--- src/rtl/j1_uart_io.sv ---
// j1_uart_io -- I/O-space responder for the j1 core.
//
// Decodes the core's I/O read/write strobes and provides a byte UART
// (8N1 TX and RX) plus a status register. Firmware uses it as its
// console and loader path.
//
// Ports:
//   clk      system clock
//   resetq   asynchronous, active-low reset
//   io_rd    core I/O read strobe, one cycle per access
//   io_wr    core I/O write strobe, one cycle per access
//   io_addr  16-bit I/O address, valid with either strobe
//   io_dout  write data from the core (only [7:0] is used)
//   io_din   registered read data to the core
//   uart_tx  serial output, idle high
//   uart_rx  serial input, asynchronous to clk
//
// Status word: [0] tx_busy, [1] rx_valid, [2] rx_overrun,
//              [3] rx_frame_err, [6:4] RX FIFO count (0 without FIFO).
//
// Build option: define J1_UART_RX_FIFO_EN to replace the single RX
// holding register with a 4-entry receive FIFO.

module j1_uart_io #(
    parameter int unsigned CLKS_PER_BIT = 104,
    parameter logic [15:0] DATA_ADDR    = 16'h1000,
    parameter logic [15:0] STAT_ADDR    = 16'h2000
) (
    input  logic        clk,
    input  logic        resetq,
    input  logic        io_rd,
    input  logic        io_wr,
    input  logic [15:0] io_addr,
    input  logic [15:0] io_dout,
    output logic [15:0] io_din,
    output logic        uart_tx,
    input  logic        uart_rx
);

    localparam int unsigned CNT_W = $clog2(CLKS_PER_BIT * 2);
    localparam logic [CNT_W-1:0] BIT_LAST  = CNT_W'(CLKS_PER_BIT - 1);
    localparam logic [CNT_W-1:0] HALF_LAST = CNT_W'(CLKS_PER_BIT / 2 - 1);

    typedef enum logic [1:0] {
        ST_IDLE,
        ST_START,
        ST_DATA,
        ST_STOP
    } uart_state_e;

    // ------------------------------------------------------------------
    // Bus decode
    // ------------------------------------------------------------------
    logic rd_data, rd_stat, wr_data;

    assign rd_data = io_rd && (io_addr == DATA_ADDR);
    assign rd_stat = io_rd && (io_addr == STAT_ADDR);
    assign wr_data = io_wr && (io_addr == DATA_ADDR);

    // Upper byte of write data has no meaning for a byte UART.
    logic unused_dout_hi;
    assign unused_dout_hi = ^io_dout[15:8];

    // ------------------------------------------------------------------
    // Transmitter
    // ------------------------------------------------------------------
    uart_state_e      tx_state_q;
    logic [CNT_W-1:0] tx_cnt_q;
    logic [2:0]       tx_bit_q;
    logic [7:0]       tx_shift_q;
    logic             tx_busy_q;
    logic             tx_q;

    // The accepting write only arms tx_busy; START begins on the next
    // edge. Writes outside IDLE-and-not-busy fall through and are lost.
    always_ff @(posedge clk or negedge resetq) begin
        if (!resetq) begin
            tx_state_q <= ST_IDLE;
            tx_cnt_q   <= '0;
            tx_bit_q   <= '0;
            tx_shift_q <= '0;
            tx_busy_q  <= 1'b0;
            tx_q       <= 1'b1;
        end else begin
            case (tx_state_q)
                ST_IDLE: begin
                    if (tx_busy_q) begin
                        tx_state_q <= ST_START;
                        tx_q       <= 1'b0;
                        tx_cnt_q   <= '0;
                    end else if (wr_data) begin
                        tx_shift_q <= io_dout[7:0];
                        tx_busy_q  <= 1'b1;
                    end
                end
                ST_START: begin
                    if (tx_cnt_q == BIT_LAST) begin
                        tx_state_q <= ST_DATA;
                        tx_q       <= tx_shift_q[0];
                        tx_cnt_q   <= '0;
                        tx_bit_q   <= '0;
                    end else begin
                        tx_cnt_q <= tx_cnt_q + CNT_W'(1);
                    end
                end
                ST_DATA: begin
                    if (tx_cnt_q == BIT_LAST) begin
                        tx_cnt_q <= '0;
                        if (tx_bit_q == 3'd7) begin
                            tx_state_q <= ST_STOP;
                            tx_q       <= 1'b1;
                        end else begin
                            tx_bit_q   <= tx_bit_q + 3'd1;
                            tx_q       <= tx_shift_q[1];
                            tx_shift_q <= {1'b0, tx_shift_q[7:1]};
                        end
                    end else begin
                        tx_cnt_q <= tx_cnt_q + CNT_W'(1);
                    end
                end
                ST_STOP: begin
                    if (tx_cnt_q == BIT_LAST) begin
                        tx_state_q <= ST_IDLE;
                        tx_busy_q  <= 1'b0;
                    end else begin
                        tx_cnt_q <= tx_cnt_q + CNT_W'(1);
                    end
                end
                default: tx_state_q <= ST_IDLE;
            endcase
        end
    end

    assign uart_tx = tx_q;

    // ------------------------------------------------------------------
    // Receiver: 2-flop synchronizer plus edge-detect history
    // ------------------------------------------------------------------
    logic rx_meta_q, rx_sync_q, rx_prev_q;

    always_ff @(posedge clk or negedge resetq) begin
        if (!resetq) begin
            rx_meta_q <= 1'b1;
            rx_sync_q <= 1'b1;
            rx_prev_q <= 1'b1;
        end else begin
            rx_meta_q <= uart_rx;
            rx_sync_q <= rx_meta_q;
            rx_prev_q <= rx_sync_q;
        end
    end

    uart_state_e      rx_state_q;
    logic [CNT_W-1:0] rx_cnt_q;
    logic [2:0]       rx_bit_q;
    logic [7:0]       rx_shift_q;

    always_ff @(posedge clk or negedge resetq) begin
        if (!resetq) begin
            rx_state_q <= ST_IDLE;
            rx_cnt_q   <= '0;
            rx_bit_q   <= '0;
            rx_shift_q <= '0;
        end else begin
            case (rx_state_q)
                ST_IDLE: begin
                    if (rx_prev_q && !rx_sync_q) begin
                        rx_state_q <= ST_START;
                        rx_cnt_q   <= '0;
                    end
                end
                ST_START: begin
                    if (rx_cnt_q == HALF_LAST) begin
                        rx_cnt_q <= '0;
                        rx_bit_q <= '0;
                        rx_state_q <= rx_sync_q ? ST_IDLE : ST_DATA;
                    end else begin
                        rx_cnt_q <= rx_cnt_q + CNT_W'(1);
                    end
                end
                ST_DATA: begin
                    if (rx_cnt_q == BIT_LAST) begin
                        rx_cnt_q   <= '0;
                        rx_shift_q <= {rx_sync_q, rx_shift_q[7:1]};
                        if (rx_bit_q == 3'd7) begin
                            rx_state_q <= ST_STOP;
                        end else begin
                            rx_bit_q <= rx_bit_q + 3'd1;
                        end
                    end else begin
                        rx_cnt_q <= rx_cnt_q + CNT_W'(1);
                    end
                end
                ST_STOP: begin
                    if (rx_cnt_q == BIT_LAST) begin
                        rx_state_q <= ST_IDLE;
                    end else begin
                        rx_cnt_q <= rx_cnt_q + CNT_W'(1);
                    end
                end
                default: rx_state_q <= ST_IDLE;
            endcase
        end
    end

    logic rx_stop_sample, rx_deliver, rx_ferr_set;

    assign rx_stop_sample = (rx_state_q == ST_STOP) && (rx_cnt_q == BIT_LAST);
    assign rx_deliver     = rx_stop_sample && rx_sync_q;
    assign rx_ferr_set    = rx_stop_sample && !rx_sync_q;

    // ------------------------------------------------------------------
    // Received-byte storage
    // ------------------------------------------------------------------
    logic       rx_valid;
    logic [7:0] rx_head;
    logic [2:0] stat_cnt;
    logic       ovr_set;

`ifdef J1_UART_RX_FIFO_EN
    logic [7:0] rx_fifo_q [4];
    logic [1:0] rx_wr_ptr_q, rx_rd_ptr_q;
    logic [2:0] rx_count_q;
    logic       rx_push, rx_pop;

    assign rx_pop  = rd_data && (rx_count_q != 3'd0);
    // A full FIFO still accepts a byte when the head leaves on the same edge.
    assign rx_push = rx_deliver && ((rx_count_q != 3'd4) || rx_pop);
    assign ovr_set = rx_deliver && (rx_count_q == 3'd4) && !rx_pop;

    always_ff @(posedge clk or negedge resetq) begin
        if (!resetq) begin
            for (int unsigned i = 0; i < 4; i++) begin
                rx_fifo_q[i] <= '0;
            end
            rx_wr_ptr_q <= '0;
            rx_rd_ptr_q <= '0;
            rx_count_q  <= '0;
        end else begin
            if (rx_push) begin
                rx_fifo_q[rx_wr_ptr_q] <= rx_shift_q;
                rx_wr_ptr_q            <= rx_wr_ptr_q + 2'd1;
            end
            if (rx_pop) begin
                rx_rd_ptr_q <= rx_rd_ptr_q + 2'd1;
            end
            case ({rx_push, rx_pop})
                2'b10:   rx_count_q <= rx_count_q + 3'd1;
                2'b01:   rx_count_q <= rx_count_q - 3'd1;
                default: rx_count_q <= rx_count_q;
            endcase
        end
    end

    assign rx_valid = (rx_count_q != 3'd0);
    assign rx_head  = rx_fifo_q[rx_rd_ptr_q];
    assign stat_cnt = rx_count_q;
`else
    logic [7:0] rx_byte_q;
    logic       rx_valid_q;

    assign ovr_set = rx_deliver && rx_valid_q && !rd_data;

    // A delivery coinciding with a data read replaces the byte being read
    // out, so rx_valid stays set and no overrun is flagged.
    always_ff @(posedge clk or negedge resetq) begin
        if (!resetq) begin
            rx_byte_q  <= '0;
            rx_valid_q <= 1'b0;
        end else if (rx_deliver) begin
            if (!rx_valid_q || rd_data) begin
                rx_byte_q <= rx_shift_q;
            end
            rx_valid_q <= 1'b1;
        end else if (rd_data) begin
            rx_valid_q <= 1'b0;
        end
    end

    assign rx_valid = rx_valid_q;
    assign rx_head  = rx_byte_q;
    assign stat_cnt = 3'd0;
`endif

    // ------------------------------------------------------------------
    // Error flags and read-back register
    // ------------------------------------------------------------------
    logic        rx_ovr_q, rx_ferr_q;
    logic [15:0] io_din_q;
    logic [15:0] stat_word;

    assign stat_word = {9'd0, stat_cnt, rx_ferr_q, rx_ovr_q, rx_valid, tx_busy_q};

    // A new error event on the same edge as a status read is kept.
    always_ff @(posedge clk or negedge resetq) begin
        if (!resetq) begin
            rx_ovr_q  <= 1'b0;
            rx_ferr_q <= 1'b0;
        end else begin
            if (rd_stat) begin
                rx_ovr_q  <= 1'b0;
                rx_ferr_q <= 1'b0;
            end
            if (ovr_set) begin
                rx_ovr_q <= 1'b1;
            end
            if (rx_ferr_set) begin
                rx_ferr_q <= 1'b1;
            end
        end
    end

    always_ff @(posedge clk or negedge resetq) begin
        if (!resetq) begin
            io_din_q <= '0;
        end else if (io_rd) begin
            if (rd_stat) begin
                io_din_q <= stat_word;
            end else if (rd_data) begin
                io_din_q <= {8'h00, rx_head};
            end else begin
                io_din_q <= '0;
            end
        end
    end

    assign io_din = io_din_q;

endmodule
--- config.mk ---
export PLATFORM = sky130hd
export DESIGN_NAME = j1_uart_io
export DESIGN_NICKNAME = d
export VERILOG_FILES = /design/src/rtl/j1_uart_io.sv
export SDC_FILE = /design/constraint.sdc
export NUM_CORES = 1
export LEC_CHECK = 0
export CORE_MARGIN = 5
export CORE_UTILIZATION = 50
export DETAILED_ROUTE_END_ITERATION = 8
export GPL_TIMING_DRIVEN = 1
export PLACE_DENSITY = 0.75
export REMOVE_ABC_BUFFERS = 1
export SLEW_MARGIN = 40
export SYNTH_ARGS = -nofsm -noshare
export SYNTH_HDL_FRONTEND = slang
export SYNTH_SLANG_ARGS = --single-unit
--- constraint.sdc ---
create_clock -name clk -period 3 [get_ports clk]
set_input_delay 0.6 -clock clk [delete_from_list [all_inputs] [get_ports clk]]
set_output_delay 0.6 -clock clk [all_outputs]
set_load 0.05 [all_outputs]
==> qor.txt, run 1 <==
status - finished, final reports clean
fin util - 59.76%
maxcap violations - 0
CP max-delay cell - or3b_1
Setup crit start kind - flop
switching power - 1.172 mW
DRC violations left - 0
Mapped Cells - 311
final setup vio count - 0
full die area - 8548 µm²
Ports - 54
dpl ws - 212.5 ps
Pleak - 1.832 nW
wire per inst - 14.59 µm
DRT Pass-1 Iters - 6
total power - 3.102 mW
post-cts gate resize count - 0
worst-skew pair later-pin latency - 330 ps
crit share post-route - 80.24%
# rows - 30
CTS tree - yes
CTS sink count - 66
Initial Util - 50.60%
Comb pwr share - 36.7%
GRT Residual Overflow - 0
worst hold path type - input port to async pin
vias in the first global route - 2395
first-pass GRT wire length - 11120 µm
Clock Pin Slew Worst Setup and Hold Paths - 80 ps
core area - 6719 µm²
GR Util met1 - 20.37%
Worst-Margin Slew - 603.1 ps
critical path arrival - 2630 ps
f_max - 415.4 MHz
unrepaired setup endpoints after global routing - false
synth unique cells - 65
worst endpoint required time - 3220 ps
final WL - 6407 µm
WP buf/inv - 0
asr flop ratio synth - 100.0%
CP max FO - 9
Worst Setup End Kind - flop
total track usage - 16.07%
met2 Usage GRT - 26.83%
Port Buffers - 37
HPWL after detailed placement - 4638 µm
Setup crit start - rx_cnt_q[0]$_DFFE_PN0P_
Worst VDD drop - 0.5556 mV
via count - 2454
Yosys reg bits - 66
largest net degree at the start of global routing - 67
Max stage delay on crit path - 560 ps
minimum clock period - 2407 ps
hold slack final - 331.8 ps
Mapped Area - 3400 µm²
Die Wd - 92.46 µm
Slew HR - 59.49%
Sw Share - 37.80%
Yosys top cell by area - dfrtp_1
crit-path leading delay family - simple AND/OR/NAND/NOR gates
Die Ht - 92.46 µm
EDFF count, synth - 0
Longest Clk Path Bufs - 2
total negative setup slack - 0 ps
final setup skew - 10.01 ps
Layout Nets - 401
post-synth top area share - 45.64%
Post-CTS Setup Bufs - 0
ant diodes - 0
total CTS buffers - 9
DRT iter0 DRCs - 87
clock power share - 23.8%
share of layout cells above drive strength 1 - 14.48%
endpoints failing hold - 0
worst setup path class - flop to flop
Reg2Reg Launch Point - rx_cnt_q[0]$_DFFE_PN0P_
crit-path cells - ha_1 -> or3b_1 -> nor3_4 -> nand2_2 -> nor2b_4 -> mux2_4
H-tree Lvls - 3
largest cells by area after synthesis - dfrtp_1, ha_1, mux2_4
met3 usage - 4.224%
most crowded layer after global routing - met2
GPL Wtd Cong - 0.7608
Seq pwr share - 39.5%
DRT antenna net count - 0
Pwr Density - 772.6 nW/µm²
Mean Syn Cell Area - 10.93 µm²
Syn-to-layout area delta - 18.11%
initial antenna violation count - 0
sequential share of the synthesized area - 48.73%
most used flip-flop cell after synthesis - dfrtp_1
yosys warns - 0
# hold bufs at CTS - 0
clk root buf - clkbuf_8
final worst slack - 592.8 ps
P_int - 1.929 mW
max-slew violation count - 0
vias per inst - 5.590
registers in the layout (all words and copies together) (netlist names), 3 cells and up, named ones only:
name	cells
rx_bit_q	3
io_din	8
rx_shift_q	8
tx_shift_q	8
rx_cnt_q	8
tx_cnt_q	8
tx_bit_q	3
rx_byte_q	8
per-stage QoR:
step,cell area (µm²),cells
finish,4015,439
global route,4015,439
CTS,4006,439
detailed placement,3805,423
global placement,3805,423
floorplan,3309,302
cell usage after synthesis (8+ instances only):
library cell / n
o21ai_1: 14
o21ai_0: 9
nand2_1: 18
mux2i_1: 9
buf_4: 8
a21oi_1: 15
nor2b_1: 9
mux2_4: 8
inv_1: 9
ha_1: 10
a22o_1: 13
mux2_1: 9
nand3_1: 9
dfrtp_1: 62
nor2_1: 20
a31oi_1: 9
worst paths after layout:
check / to / slack, ps / cells past startpoint
max: rx_byte_q[5]$_DFFE_PN0P_ / 590 / 6
min: tx_cnt_q[3]$_DFFE_PN0P_ / 330 / 2
max reg2reg: rx_byte_q[5]$_DFFE_PN0P_ / 590 / 6
min reg2reg: rx_sync_q$_DFF_PN1_ / 360 / 0
max in group asynchronous: rx_cnt_q[4]$_DFFE_PN0P_ / 2250 / 2
min in group clk: rx_sync_q$_DFF_PN1_ / 360 / 0
cell type report:
| class | instances | area [µm²] |
|---|---|---|
| clock buffer | 9 | 123.9 |
| clock inverter | 7 | 77.57 |
| fill | 548 | 2704 |
| inverter | 11 | 41.29 |
| multi-input combinational | 225 | 1617 |
| sequential | 66 | 1657 |
| tap | 80 | 100.1 |
| timing repair buffer | 41 | 399.1 |
worst reg2reg max path: stages (launching register included):
cell	delay (ps)
dfrtp_1	380
ha_1	240
or3b_1	560
nor3_4	320
nand2_2	130
nor2b_4	310
mux2_4	330
cells in the final DEF (no fill, tap or decap), drive strengths merged, types with 5 or more instances in the layout:
cell and n:
a31oi 9, a22o 13, mux2 18, ha 10, clkdlybuf4s50 36, and3 7, nor3 8, mux2i 9
inv 12, nor2b 10, nand2 19, nor2 21, buf 5, nand3 9, dfrtp 62, conb 8
a21oi 15, clkbuf 9, o21ai 25
power groups by stage:
stage	Sequential, mW	Clock, mW	Combinational, mW
6_report	1.23	0.738	1.14
5_1_grt	1.25	0.808	1.27
4_1_cts	1.22	0.763	1.13
3_5_place_dp	1.24	0	1.13
3_3_place_gp	1.23	0	1.08
2_1_floorplan	1.22	0	0.839
routing by layer:
layer  share of wire (%)  up-vias  routed length [µm]
met5                   0        -                   0
met4                0.86        0                  55
met3                 4.0        6                 254
met2                  49       46                3171
met1                  46     1184                2926
li1                    -     1218                   -
logic make-up after synthesis:
family	synth area share (%)
and+or+nand+nor	16.08
AOI/OAI and AO/OA	17.00
DFF	48.73
muxes	9.496
buffers and inverters	4.637
adders and majority gates	3.681
other	0.1103
xor gates and xnor gates	0.2577
Note: power is estimated with default switching activity, not from simulation.
==> run 2: changes to the inputs <==
CORE_UTILIZATION = 48   (was 50)
PLACE_DENSITY = 0.76   (was 0.75)
clock period = 2 ns   (was 3 ns; I/O delays follow)
==> run 2 against run 1 <==
  * Worst setup slack worse by 510 ps
  * Utilization grew 3.5 points
  * Via count up 7.0%
  * Combinational power grew 79%
  * Die area increased by 3.7%
  * Critical path depth shrank 5
  * Total power grew 60%
  * First-iteration DRC count up 21%
  * Routed wire length rose by 11%
  * Global-route usage up 0.62 points
  * Cell count is 10% higher
  * Clock power increased by 50%
  * Critical path type is now flop to output port
==> qor.txt, run 2 (synthesized netlist as in run 1, its figures left out) <==
vias in the first global route - 2617 (was 2395)
Initial Util - 49.76% (was 50.60%)
worst setup path class - flop to output port (was flop to flop)
HPWL after detailed placement - 4935 µm (was 4638 µm)
DRT iter0 DRCs - 105 (was 87)
Die Ht - 94.16 µm (was 92.46 µm)
maxcap violations - 0 (unchanged)
worst-skew pair later-pin latency - 340 ps (was 330 ps)
worst hold path type - input port to async pin (unchanged)
DRT Pass-1 Iters - 4 (was 6)
Clock Pin Slew Worst Setup and Hold Paths - 80 ps (about the same)
hold slack final - 55.24 ps (was 331.8 ps)
CTS sink count - 66 (unchanged)
total CTS buffers - 9 (unchanged)
Longest Clk Path Bufs - 2 (unchanged)
Ports - 54 (unchanged)
max-slew violation count - 0 (unchanged)
fin area - 4324 µm² (was 4015 µm²)
status - finished, final reports clean (unchanged)
Setup crit start kind - flop (unchanged)
largest net degree at the start of global routing - 67 (unchanged)
GPL Wtd Cong - 0.7864 (was 0.7608)
worst endpoint required time - 1600 ps (was 3220 ps)
Max stage delay on crit path - 820 ps (was 560 ps)
clk root buf - clkbuf_8 (unchanged)
WP buf/inv - 1 (was 0)
core area - 6832 µm² (was 6719 µm²)
vias per inst - 5.412 (was 5.590)
full die area - 8865 µm² (was 8548 µm²)
initial antenna violation count - 0 (unchanged)
first-pass GRT wire length - 11810 µm (was 11120 µm)
crit-path leading delay family - buffers and inverters (was simple AND/OR/NAND/NOR gates)
Slew HR - 63.08% (was 59.49%)
most common cell after layout, fill and taps aside - dfrtp_1 (unchanged)
DP Area - 4070 µm² (was 3805 µm²)
Die Wd - 94.16 µm (was 92.46 µm)
final WL - 7094 µm (was 6407 µm)
CP max-delay cell - clkdlybuf4s50_1 (was or3b_1)
Syn-to-layout area delta - 27.20% (was 18.11%)
# fillers - 536 (was 548)
critical path arrival - 1520 ps (was 2630 ps)
Layout Nets - 431 (was 401)
Pwr Density - 1147 nW/µm² (was 772.6 nW/µm²)
# rows - 30 (unchanged)
DRT antenna net count - 0 (unchanged)
final setup skew - 10.91 ps (was 10.01 ps)
Port Buffers - 37 (unchanged)
final setup vio count - 0 (unchanged)
minimum clock period - 1921 ps
CTS tree - yes (unchanged)
f_max - 520.6 MHz
via count - 2625 (was 2454)
endpoints failing hold - 0 (unchanged)
most frequent cells in the layout - dfrtp_1, clkdlybuf4s50_1, buf_4 (was dfrtp_1, clkdlybuf4s50_1, nor2_1)
Worst VDD drop - 0.8340 mV (was 0.5556 mV)
CP max FO - 2 (was 9)
Worst Setup End Kind - output port (was flop)
ant diodes - 0 (unchanged)
wire per inst - 14.63 µm (was 14.59 µm)
Pleak - 1.990 nW (was 1.832 nW)
crit share post-route - 96.04%
crit-path cells - clkdlybuf4s50_1 (was ha_1 -> or3b_1 -> nor3_4 -> nand2_2 -> nor2b_4 -> mux2_4)
Worst-Margin Slew - 550.5 ps (was 603.1 ps)
GRT Residual Overflow - 0 (unchanged)
DRC violations left - 0 (unchanged)
H-tree Lvls - 3 (unchanged)
share of layout cells above drive strength 1 - 22.62% (was 14.48%)
total track usage - 16.69% (was 16.07%)
==> run 2: worst paths after layout <==
check	cells past startpoint	to	from	slack, ps
worst max register to register	7	rx_byte_q[3]$_DFFE_PN0P_	rx_cnt_q[0]$_DFFE_PN0P_	90
worst min register to register	0	rx_sync_q$_DFF_PN1_	rx_meta_q$_DFF_PN1_	360
min in group clk	0	rx_sync_q$_DFF_PN1_	rx_meta_q$_DFF_PN1_	360
worst max-delay path	1	io_din[3]	io_din[3]$_DFFE_PN0P_	80
max in group asynchronous	2	uart_tx$_DFFE_PN1P_	resetq	1620
worst min-delay path	2	tx_bit_q[0]$_DFFE_PN0P_	resetq	60
==> run 2: layout make-up <==
type / instances / area [µm²] / share of cell area (%)
flip-flops and latches: 66 / 1657 / 38.31
inverters: 11 / 41.29 / 0.9549
clock inverters: 7 / 77.57 / 1.794
clock buffers: 9 / 123.9 / 2.865
multi-input cells: 225 / 1645 / 38.05
well taps: 96 / 120.1 / 2.778
repair buffers: 71 / 659.4 / 15.25
==> run 2: what timing repair did <==
| item | CTS | global route |
|---|---|---|
| setup buffers | 0 | 2 |
| gates resized for setup | 0 | 7 |
| endpoints found under the setup margin | 0 | 16 |
| hold buffers | 0 | 0 |
==> run 2: per-stage QoR <==
step                instances  setup slack (ps)  power, mW  utilization [%]  setup TNS [ps]
floorplan                 302            -157.2      3.092                -           -1282
global placement          467            -246.5      3.690            59.58           -3617
detailed placement        467            -259.9      3.764            59.58           -3737
CTS                       483             1.845      4.914            62.53               0
global route              485           -0.3606      5.303            63.30         -0.3606
finish                    485             79.10      4.960            63.30               0
==> run 2: routing by layer <==
layer / track usage, % / vias to the layer above / part of all wire (%)
met3: 5.769 / 9 / 4.6
met5: 0 / - / 0
met4: 4.452 / 0 / 0.89
met1: 20.46 / 1272 / 45
li1: - / 1278 / -
met2: 27.96 / 66 / 50
==> run 2: where the power goes <==
group / leakage, nW / switching [mW] / internal, mW
registers: 0.848 / 0.225 / 1.59
clock network: 0.0885 / 0.526 / 0.583
logic: 1.05 / 1.11 / 0.926
